**config.mk**
```make
export PLATFORM = sky130hd
export DESIGN_NAME = spi_master_param_flat
export DESIGN_NICKNAME = d
export VERILOG_FILES = /design/src/rtl/spi_master_param_if.sv /design/src/rtl/spi_master_param.sv /design/src/flat_wrapper.sv
export SDC_FILE = /design/constraint.sdc
export NUM_CORES = 1
export LEC_CHECK = 0
export BUFFER_PORTS_ARGS = -buffer_cell sky130_fd_sc_hd__buf_2
export CORE_MARGIN = 2
export CORE_UTILIZATION = 30
export CTS_BUF_LIST = sky130_fd_sc_hd__clkbuf_8 sky130_fd_sc_hd__clkbuf_16
export CTS_CLUSTER_DIAMETER = 100
export DETAILED_ROUTE_END_ITERATION = 6
export GPL_ROUTABILITY_DRIVEN = 1
export MAX_ROUTING_LAYER = met4
export PLACE_DENSITY_LB_ADDON = 0.1
export SLEW_MARGIN = 20
export SYNTH_ARGS = -nofsm -noshare
export SYNTH_HDL_FRONTEND = slang
export SYNTH_SLANG_ARGS = --single-unit
```
**constraint.sdc**
```tcl
create_clock -name i_clk -period 4.5 [get_ports i_clk]
set_input_delay 0.225 -clock i_clk [delete_from_list [all_inputs] [get_ports i_clk]]
set_output_delay 0.225 -clock i_clk [all_outputs]
set_load 0.1 [all_outputs]
```
**src/rtl/spi_master_param_if.sv**
```systemverilog
// Register-bus and SPI pin bundle for spi_master_param.
// The slave modport is the controller's view; master is the CPU/pin side.
interface spi_master_param_if #(
   parameter int DATA_W = 8,
   parameter int NUM_CS = 1
);
   logic              i_cs;
   logic              i_wr;
   logic              i_rd;
   logic [1:0]        i_address;
   logic [DATA_W-1:0] i_data;
   logic [DATA_W-1:0] o_data;
   logic              o_sclk;
   logic              o_mosi;
   logic              i_miso;
   logic [NUM_CS-1:0] o_cs_n;

   modport slave (
      input  i_cs, i_wr, i_rd, i_address, i_data, i_miso,
      output o_data, o_sclk, o_mosi, o_cs_n
   );

   modport master (
      output i_cs, i_wr, i_rd, i_address, i_data, i_miso,
      input  o_data, o_sclk, o_mosi, o_cs_n
   );
endinterface

```
**src/rtl/spi_master_param.sv**
```systemverilog
// Register-mapped SPI master: four SPI modes, MSB/LSB-first, DATA_W-bit words,
// NUM_CS active-low selects, done/overrun status and a programmable SCLK divider.
//
// state   | meaning
// S_IDLE  | no transfer; sclk=CPOL, selects high, mosi low
// S_SETUP | one half-period with the select asserted before the first SCLK edge
// S_SHIFT | 2*DATA_W half-periods, each opened by an SCLK edge
// S_HOLD  | one half-period with sclk back at CPOL, select still low
module spi_master_param #(
   parameter int DATA_W  = 8,
   parameter int NUM_CS  = 1,
   parameter int DIV_W   = 8,
   parameter int DIV_RST = 3
) (
   input logic                i_clk,
   input logic                i_rst_n,
   spi_master_param_if.slave  bus
);
   localparam int         EDGES  = 2 * DATA_W;
   localparam int         EC_W   = $clog2(EDGES + 1);
   localparam logic [1:0] A_DATA = 2'd0;
   localparam logic [1:0] A_STAT = 2'd1;
   localparam logic [1:0] A_DIV  = 2'd2;
   localparam logic [1:0] A_CTRL = 2'd3;

   typedef enum logic [1:0] {S_IDLE, S_SETUP, S_SHIFT, S_HOLD} state_t;

   state_t            state_q, state_d;
   logic [DIV_W-1:0]  div_cnt_q, div_cnt_d;
   logic [EC_W-1:0]   edge_cnt_q, edge_cnt_d;
   logic [DIV_W-1:0]  div_q, div_d;
   logic              cpha_q, cpha_d;
   logic              cpol_q, cpol_d;
   logic              lsb_q, lsb_d;
   logic [3:0]        cs_sel_q, cs_sel_d;
   logic [DATA_W-1:0] tx_q, tx_d;
   logic [DATA_W-1:0] rx_sh_q, rx_sh_d;
   logic [DATA_W-1:0] rx_q, rx_d;
   logic [DATA_W-1:0] rdata_q, rdata_d;
   logic              done_q, done_d;
   logic              ovr_q, ovr_d;
   logic              sclk_q, sclk_d;
   logic              mosi_q, mosi_d;
   logic [NUM_CS-1:0] cs_n_q, cs_n_d;
   logic [NUM_CS-1:0] cs_dec;

   logic              wr_en, rd_en, start, busy;
   logic              half_end, last_edge, edge_fire, leading;
   logic              do_drive, do_sample, finish;
   logic [EC_W-1:0]   edge_num;

   function automatic logic first_bit(input logic [DATA_W-1:0] w, input logic lsb);
      return lsb ? w[0] : w[DATA_W-1];
   endfunction

   function automatic logic [DATA_W-1:0] shift_word(input logic [DATA_W-1:0] w,
                                                    input logic lsb);
      return lsb ? {1'b0, w[DATA_W-1:1]} : {w[DATA_W-2:0], 1'b0};
   endfunction

   assign wr_en     = bus.i_cs & bus.i_wr;
   assign rd_en     = bus.i_cs & bus.i_rd & ~bus.i_wr;
   assign busy      = (state_q != S_IDLE);
   assign start     = wr_en && (bus.i_address == A_DATA) && !busy;
   assign half_end  = (div_cnt_q == div_q);
   assign last_edge = (edge_cnt_q == EC_W'(EDGES));
   assign edge_num  = edge_cnt_q + 1'b1;
   assign leading   = edge_num[0];
   assign edge_fire = half_end && ((state_q == S_SETUP) || ((state_q == S_SHIFT) && !last_edge));
   // CPHA=0 preloads bit 0 at SETUP entry, so only trailing edges 2..2W-2 advance MOSI
   assign do_drive  = edge_fire && (cpha_q ? leading
                                           : (!leading && (edge_num <= EC_W'(EDGES - 2))));
   assign do_sample = edge_fire && (cpha_q ? !leading : leading);
   assign finish    = (state_q == S_HOLD) && half_end;

   always_comb begin
      for (int i = 0; i < NUM_CS; i++) begin
         cs_dec[i] = (cs_sel_q != 4'(i));
      end
   end

   always_ff @(posedge i_clk or negedge i_rst_n) begin
      if (!i_rst_n) begin
         state_q    <= S_IDLE;
         div_cnt_q  <= '0;
         edge_cnt_q <= '0;
         div_q      <= DIV_W'(DIV_RST);
         cpha_q     <= 1'b0;
         cpol_q     <= 1'b0;
         lsb_q      <= 1'b0;
         cs_sel_q   <= '0;
         tx_q       <= '0;
         rx_sh_q    <= '0;
         rx_q       <= '0;
         rdata_q    <= '0;
         done_q     <= 1'b0;
         ovr_q      <= 1'b0;
         sclk_q     <= 1'b0;
         mosi_q     <= 1'b0;
         cs_n_q     <= '1;
      end else begin
         state_q    <= state_d;
         div_cnt_q  <= div_cnt_d;
         edge_cnt_q <= edge_cnt_d;
         div_q      <= div_d;
         cpha_q     <= cpha_d;
         cpol_q     <= cpol_d;
         lsb_q      <= lsb_d;
         cs_sel_q   <= cs_sel_d;
         tx_q       <= tx_d;
         rx_sh_q    <= rx_sh_d;
         rx_q       <= rx_d;
         rdata_q    <= rdata_d;
         done_q     <= done_d;
         ovr_q      <= ovr_d;
         sclk_q     <= sclk_d;
         mosi_q     <= mosi_d;
         cs_n_q     <= cs_n_d;
      end
   end

   always_comb begin
      state_d    = state_q;
      div_cnt_d  = div_cnt_q;
      edge_cnt_d = edge_cnt_q;
      unique case (state_q)
         S_IDLE: begin
            div_cnt_d = '0;
            if (start) begin
               state_d    = S_SETUP;
               edge_cnt_d = '0;
            end
         end
         S_SETUP: begin
            if (half_end) begin
               state_d    = S_SHIFT;
               div_cnt_d  = '0;
               edge_cnt_d = edge_num;
            end else begin
               div_cnt_d = div_cnt_q + 1'b1;
            end
         end
         S_SHIFT: begin
            if (half_end) begin
               div_cnt_d = '0;
               if (last_edge) state_d = S_HOLD;
               else           edge_cnt_d = edge_num;
            end else begin
               div_cnt_d = div_cnt_q + 1'b1;
            end
         end
         S_HOLD: begin
            if (half_end) begin
               state_d   = S_IDLE;
               div_cnt_d = '0;
            end else begin
               div_cnt_d = div_cnt_q + 1'b1;
            end
         end
         default: state_d = S_IDLE;
      endcase
   end

   always_comb begin
      div_d    = div_q;
      cpha_d   = cpha_q;
      cpol_d   = cpol_q;
      lsb_d    = lsb_q;
      cs_sel_d = cs_sel_q;
      tx_d     = tx_q;
      rx_sh_d  = rx_sh_q;
      rx_d     = rx_q;
      rdata_d  = rdata_q;
      done_d   = done_q;
      ovr_d    = ovr_q;
      sclk_d   = sclk_q;
      mosi_d   = mosi_q;
      cs_n_d   = cs_n_q;

      if (wr_en) begin
         unique case (bus.i_address)
            A_DATA: if (busy) ovr_d = 1'b1;
            A_STAT: begin
               if (bus.i_data[1]) done_d = 1'b0;
               if (bus.i_data[2]) ovr_d  = 1'b0;
            end
            A_DIV:  if (!busy) div_d = DIV_W'(bus.i_data);
            A_CTRL: begin
               if (!busy) begin
                  cpha_d   = bus.i_data[0];
                  cpol_d   = bus.i_data[1];
                  lsb_d    = bus.i_data[2];
                  cs_sel_d = bus.i_data[7:4];
               end
            end
            default: ;
         endcase
      end else if (rd_en) begin
         unique case (bus.i_address)
            A_DATA: begin
               rdata_d = rx_q;
               done_d  = 1'b0;
            end
            A_STAT:  rdata_d = DATA_W'({ovr_q, done_q, busy});
            A_DIV:   rdata_d = DATA_W'(div_q);
            A_CTRL:  rdata_d = DATA_W'({cs_sel_q, 1'b0, lsb_q, cpol_q, cpha_q});
            default: ;
         endcase
      end

      // idle SCLK follows a CPOL write in the same cycle it lands
      if (!busy) sclk_d = cpol_d;

      if (start) begin
         cs_n_d = cs_dec;
         if (!cpha_q) begin
            mosi_d = first_bit(bus.i_data, lsb_q);
            tx_d   = shift_word(bus.i_data, lsb_q);
         end else begin
            tx_d   = bus.i_data;
         end
      end

      if (edge_fire) sclk_d = ~sclk_q;

      if (do_drive) begin
         mosi_d = first_bit(tx_q, lsb_q);
         tx_d   = shift_word(tx_q, lsb_q);
      end

      if (do_sample) begin
         rx_sh_d = lsb_q ? {bus.i_miso, rx_sh_q[DATA_W-1:1]}
                         : {rx_sh_q[DATA_W-2:0], bus.i_miso};
      end

      if (finish) begin
         rx_d   = rx_sh_q;
         cs_n_d = '1;
         mosi_d = 1'b0;
         done_d = 1'b1;
      end
   end

   assign bus.o_data = rdata_q;
   assign bus.o_sclk = sclk_q;
   assign bus.o_mosi = mosi_q;
   assign bus.o_cs_n = cs_n_q;
endmodule

```
**src/flat_wrapper.sv**
```systemverilog
// flat-port wrapper written by rule: the top's interface ports become plain ports
module spi_master_param_flat 
#(
   parameter int DATA_W  = 8,
   parameter int NUM_CS  = 1,
   parameter int DIV_W   = 8,
   parameter int DIV_RST = 3
)
  (i_clk, i_rst_n, bus_i_cs, bus_i_wr, bus_i_rd, bus_i_address, bus_i_data, bus_i_miso, bus_o_data, bus_o_sclk, bus_o_mosi, bus_o_cs_n);
  spi_master_param_if #(.DATA_W(DATA_W), .NUM_CS(NUM_CS)) bus_i ();
  input logic i_clk;
  input logic i_rst_n;
  input wire logic [$bits(bus_i.i_cs)-1:0] bus_i_cs;
  input wire logic [$bits(bus_i.i_wr)-1:0] bus_i_wr;
  input wire logic [$bits(bus_i.i_rd)-1:0] bus_i_rd;
  input wire logic [$bits(bus_i.i_address)-1:0] bus_i_address;
  input wire logic [$bits(bus_i.i_data)-1:0] bus_i_data;
  input wire logic [$bits(bus_i.i_miso)-1:0] bus_i_miso;
  output wire logic [$bits(bus_i.o_data)-1:0] bus_o_data;
  output wire logic [$bits(bus_i.o_sclk)-1:0] bus_o_sclk;
  output wire logic [$bits(bus_i.o_mosi)-1:0] bus_o_mosi;
  output wire logic [$bits(bus_i.o_cs_n)-1:0] bus_o_cs_n;
  assign bus_i.i_cs = bus_i_cs;
  assign bus_i.i_wr = bus_i_wr;
  assign bus_i.i_rd = bus_i_rd;
  assign bus_i.i_address = bus_i_address;
  assign bus_i.i_data = bus_i_data;
  assign bus_i.i_miso = bus_i_miso;
  assign bus_o_data = bus_i.o_data;
  assign bus_o_sclk = bus_i.o_sclk;
  assign bus_o_mosi = bus_i.o_mosi;
  assign bus_o_cs_n = bus_i.o_cs_n;
  spi_master_param #(.DATA_W(DATA_W), .NUM_CS(NUM_CS), .DIV_W(DIV_W), .DIV_RST(DIV_RST)) u_core (.i_clk(i_clk), .i_rst_n(i_rst_n), .bus(bus_i));
endmodule
```
# == Word-level counts from Yosys, hierarchy flattened ==
# Index checks and enable logic that the tools add are counted.
# classes
eq_ne,20
add_sub_neg,2
reduce_logical,32
order_cmp,1
bitwise,7
mux,44
# ops
op,count
$mux 8,7
$pmux 8 s4,1
$mux 1,23
$mux 5,4
$pmux 8 s2,1
$pmux 5 s3,1
$ne 2x1->1 const B,6
$reduce_bool 3->1,4
$mux 2,5
$reduce_and 5->1,2
$ne 3x3->1 const B,3
$add 8x1->8 const B,1
$eq 2x2->1 const B,4
$eq 8x8->1,1
$logic_and 1x1->1,8
$pmux 2 s4,1
$reduce_and 4->1,2
$reduce_bool 2->1,4
$ne 2x2->1 const B,3
$reduce_and 3->1,2
$add 5x1->5 const B,1
$eq 5x5->1 const B,1
$le 5x4->1 const B,1
$eq 2x1->1 const B,2
9 further kinds,18
# totals
input_bits,16
regBits,67
output_inout_bits,11

# == Depth between registers and ports, before layout ==
# logic_depth
ltp_word,8
ltp_mapped,8
depth_no_buf,7

# == Worst setup path after synthesis ==
# No wires, ideal clock.
# synth_path
kind,register to register
from,register u_core.div_q[1]
to,register u_core.rx_sh_q[0]
arrival_time_ps,2062
setup_time_ps,125
path_buffers,0
period_less_slack_ps,2187
path_stages_with_launch,6
path_slack_ps,2313
path_cell_list,dfstp_2 xor2_1 nor4_1 nand2_2 nor4_4 mux2_2
# synth_between
elab_chain_cells,3
# synth_rtl
element,line,text
from (decl),spi_master_param.sv:31,"logic [DIV_W-1:0] div_q, div_d;"
from (signal assigned),spi_master_param.sv:87,div_q <= DIV_W'(DIV_RST);
from (signal assigned),spi_master_param.sv:105,div_q <= div_d;
$eq 8x8->1,spi_master_param.sv:65,assign half_end = (div_cnt_q == div_q);
$logic_and 1x1->1,spi_master_param.sv:69,assign edge_fire = half_end && ((state_q == S_SETUP) || ((state_q == S_SHIFT) && !last_edge));
$logic_and 1x1->1,spi_master_param.sv:73,assign do_sample = edge_fire && (cpha_q ? !leading : leading);
to (signal assigned),spi_master_param.sv:111,rx_sh_q <= rx_sh_d;
to (decl),spi_master_param.sv:37,"logic [DATA_W-1:0] rx_sh_q, rx_sh_d;"
# Every way passes these cells.
# A chain may end at the register's enable or synchronous reset.

# == Worst setup path in the final report ==
# layout_path
from,register u_core.div_q[7]
to,register u_core.rx_sh_q[0]
# The elaborated chain is that of the path after synthesis.

==> results.md <==
Status:
- The flow ran to the end, but the final reports show violations.
- The checks that failed: hold timing.

Floorplanning:
- The initialized floorplan defines 40 standard-cell rows.
- The I/O pin count is 27.
- Measured along the y axis, the die boundary spans between 100 and 150 µm.
- The die extent in x is around 110 µm.
- For this configuration, the core starts out at a cell density of between 30% and 40%.
- After floorplanning, the core was sized to cover between 10000 and 15000 µm².
- The overall die area is roughly 13000 µm².

Critical path:
- The launching element type of the critical path is a flop.
- At the worst endpoint, the arrival time is 2.75 ns.
- The worst register-to-register path begins at u_core.div_q[7].
- By startpoint and endpoint, the worst setup path is classified as reg2reg.
- The maximum net fanout on the critical path is 9.
- The worst path required time is about 4.7 ns.
- Following the worst setup path forward leads to its endpoint at u_core.rx_sh_q[0].
- The path depth of the worst reg2reg path is 5.
- The critical register-to-register path endpoint is u_core.rx_sh_q[0].
- The register-to-register setup slack is 1.96 ns.
- The critical path startpoint is u_core.div_q[7].
- STA classifies the critical path endpoint as a flop.

Global route:
- The first global-routing pass estimated around 14 mm of wire.
- Global routing used around 15% of the available tracks.
- After global routing the overflow that remains totals 0.
- The number of global-route vias before repair came to about 2500.
- The initial antenna violation count is 0.
- The maximum number of pins on one net before global-route repair is 36.

Clock tree:
- Clock tree synthesis inserted a total of 9 buffers.
- The H-tree was split into 3 levels.
- For the worst-skew pair, the clock arrives at the later sink with an insertion delay of about 0.33 ns.
- The number of buffers inserted to repair setup after CTS is 0.
- The number of clock sinks is 67.
- TritonCTS built the clock tree.
- CTS placed an instance of sky130_fd_sc_hd__clkbuf_16 at the clock tree root.
- The longest clock path from root to sink contains 2 buffers.
- The count of cells resized by post-cts repair is 0.
- The clock-pin transition on the worst setup and hold timing paths is about 0.06 ns.
- The number of hold-repair buffers added at the cts stage is 0.

Synthesis:
- The post-synthesis simple-gate area fraction is between 10% and 20%.
- The synthesized netlist devotes 3.13% of its cell area to adder and majority cells.
- The fraction of the mapped netlist area in compound gates is under 10%.
- The most common cell in the synthesized netlist is sky130_fd_sc_hd__dfrtp_1.
- sky130_fd_sc_hd__dfrtp_1 takes more of the synthesized area than any other cell.
- Synthesis inferred 67 register bits.
- The synthesized area divided by synthesized cell count is 11.5 µm².
- The net count after synthesis is 337.
- The Yosys warning count is 0.
- By count the netlist is led by 64 x sky130_fd_sc_hd__dfrtp_1, 48 x sky130_fd_sc_hd__mux2_2, 31 x sky130_fd_sc_hd__mux2i_1.
- Sorting the synthesized cells by area gives the leading types as sky130_fd_sc_hd__dfrtp_1 44%, sky130_fd_sc_hd__mux2_2 15%, sky130_fd_sc_hd__mux2i_1 8.6%.
- The sequential cell area fraction in the yosys report is between 40 and 50%.
- The synthesized-area fraction occupied by xor and xnor cells is approximately 4.1%.
- Yosys mapped the design onto 44 distinct sky130hd cell types.
- Of the post-synthesis cell area, the dominant cell type holds 44.5%.
- The portion of synthesized area spent on multiplexers is 25.5%.
- The synthesized design contains 0 enable-type register cells.
- Counting flops with an async set or reset pin after synthesis yields a share of 100%.
- The area of the mapped netlist is between 3000 and 4000 µm².
- The prevailing post-synth register cell is sky130_fd_sc_hd__dfrtp_1.
- Synthesis produced a netlist whose cell count is between 300 and 400.
- The main combinational cell family by area after synthesis is multiplexers.

Power:
- Across the VDD grid, the largest voltage drop is 0.278 mV.
- The leakage power is a little under 0.002 µW.
- The power per standard cell area is 706 nW/µm².

Layout:
- The layout overhead on the synthesized area is 16.3%.
- 0 antenna diodes ended up in the layout.
- The finished cells cover 4190 µm².
- Fill cells in the final layout number 1200.
- The final layout contains 364 nets.
- The core utilization of the finished layout is between 30% and 40%.
- The share of post-route cells with drive strength above 1 is between 30% and 40%.
- The footprint of the flip-flops and latches is between 1500 and 2000 µm².
- The area used by multi-input combinational logic is about 1800 µm².

Place:
- The total half-perimeter wirelength after legalization and detailed placement is a little over 6 mm.
- The congestion estimate from routability-driven global placement came to between 0.7 and 0.8.
- The placed instance area is around 3900 µm².
- The count of buffers added on input and output ports is 26.

Route:
- The count of nets left with antenna violations once routing finished came out at 0.
- The detailed-router iteration count before antenna repair is 4.
- Using the TritonRoute via totals, the vias-per-cell ratio works out to between 5 and 6.
- Across all layers, the routed design uses roughly 2500 vias.
- For this run, design rule violations remaining after detail routing come to 0.
- After detailed routing, the average wire length per cell comes to approximately 18 µm.
- The first routing iteration left about 160 violations.
- After detailed routing, the total wire length is 8.69 mm.

STA:
- The count of pins over their slew limit was 0.
- Hold timing on the final database bottoms out at a slack of -0.0154 ns.
- Of the available clock period, the critical path in the final layout requires 56.5%.
- Setup repair after global routing left no endpoint under its margin.
- After layout, the minimum clock period comes to between 2 and 3 ns.
- The worst-margin pin slew is 0.797 ns.
- Measured against its own limit, the worst slew margin works out to ~47%.
- Static timing analysis puts the maximum clock frequency at about 400 MHz.
- The total negative slack is 0 ns.
- The total setup violations reported at the end of the flow is 0.
- The final hold violation count is 17.
- Between clock sinks in the finished design, the worst skew comes to between 0.004 and 0.005 ns.

Hold path:
- The tightest min-delay check is of the in2async type.

Flow run:
- The number of max-cap violations is 0.
sequential cells by signal, indices dropped and copies added (netlist names):
name	count
u_core.edge_cnt_q	5
u_core.bus.o_cs_n	1
u_core.rx_sh_q	8
u_core.bus.o_data	8
u_core.div_cnt_q	8
u_core.div_q	8
u_core.ovr_q	1
u_core.rx_q	8
u_core.state_q	2
u_core.bus.o_sclk	1
u_core.lsb_q	1
u_core.cpha_q	1
u_core.done_q	1
u_core.cs_sel_q	4
u_core.tx_q	8
u_core.cpol_q	1
u_core.bus.o_mosi	1
layout make-up:
class	count	share of cell area (%)
Clock buffer	10	5.70
Clock inverter	6	1.34
Inverter	8	0.717
Multi-Input combinational cell	224	44.1
Sequential cell	67	40.1
Tap cell	147	4.39
Timing Repair Buffer	29	3.64
cells in the final DEF, fill, tap and decap left out, types with 2 or more instances in the layout:
master                      instances
sky130_fd_sc_hd__o21ai_0           17
sky130_fd_sc_hd__a21oi_1            8
sky130_fd_sc_hd__nand3b_1           4
sky130_fd_sc_hd__mux4_2             3
sky130_fd_sc_hd__o211ai_1           2
sky130_fd_sc_hd__clkbuf_16          9
sky130_fd_sc_hd__nor4_1             4
sky130_fd_sc_hd__mux2i_1           31
sky130_fd_sc_hd__nor2b_1            2
sky130_fd_sc_hd__and3_1             4
sky130_fd_sc_hd__ha_1               9
sky130_fd_sc_hd__a22oi_1            4
sky130_fd_sc_hd__nand2_1           20
sky130_fd_sc_hd__dfrtp_1           64
sky130_fd_sc_hd__nor3b_1            2
sky130_fd_sc_hd__buf_4              3
sky130_fd_sc_hd__mux2_2            48
sky130_fd_sc_hd__inv_1              9
sky130_fd_sc_hd__buf_2             26
sky130_fd_sc_hd__nand3_1            9
sky130_fd_sc_hd__nand2b_1           4
sky130_fd_sc_hd__xnor2_1            2
sky130_fd_sc_hd__or3_1              2
sky130_fd_sc_hd__nor2_1            15
sky130_fd_sc_hd__dfstp_2            3
sky130_fd_sc_hd__xor2_1            15
sky130_fd_sc_hd__clkinv_2           3
layer usage:
metal	up-vias	global-route usage [%]	share of wire [%]	routed length (µm)
met4	0	5.04	1.3	115
met3	8	3.08	2.8	239
li1	1183	-	-	-
met2	42	22.6	47	4100
met5	-	-	0	0
met1	1233	20.3	49	4230
worst min path at each step:
stage,startpoint,to
after floorplan,i_rst_n,u_core.bus.o_data[0]
after global placement,i_rst_n,u_core.edge_cnt_q[1]
after detailed placement,i_rst_n,u_core.edge_cnt_q[1]
after CTS,i_rst_n,u_core.edge_cnt_q[1]
after global routing,i_rst_n,u_core.edge_cnt_q[1]
final,i_rst_n,u_core.edge_cnt_q[1]
stage by stage:
| step | power [µW] | hold WS (ns) | setup WS [ns] | instances |
|---|---|---|---|---|
| 3_3_place_gp | 2280 | 0.380 | 1.94 | 475 |
| 6_report | 2960 | -0.0154 | 1.96 | 491 |
| 5_1_grt | 3160 | 0.0539 | 1.72 | 491 |
| 3_5_place_dp | 2280 | 0.384 | 1.93 | 475 |
| 4_1_cts | 3000 | 0.0231 | 1.92 | 491 |
| 2_1_floorplan | 1980 | -0.0706 | 2.31 | 312 |
cell families (layout without fill, tap and decap cells):
family / count (synthesis) / count (layout)
AND/OR/NAND/NOR: 75 / 75
adder cells (fa/ha/maj): 9 / 9
flip-flops: 67 / 67
AO/OA/AOI/OAI: 41 / 41
XOR/XNOR: 17 / 17
multiplexers: 82 / 82
buffers and inverters: 21 / 53
critical path: stages (launching register included):
cell and delay (ns):
sky130_fd_sc_hd__dfrtp_1 0.40, sky130_fd_sc_hd__xor2_1 0.17, sky130_fd_sc_hd__nor4_1 0.54, sky130_fd_sc_hd__nand2_2 0.27, sky130_fd_sc_hd__nor4_4 0.66, sky130_fd_sc_hd__mux2_2 0.40
report_power, final:
part	leakage, µW	internal [µW]	switching, µW
sequential	0.000867	831	210
combinational	0.000920	479	737
clock	0.000149	439	263
total	0.00194	1750	1210
No activity file was read; power rests on OpenSTA's default activity.
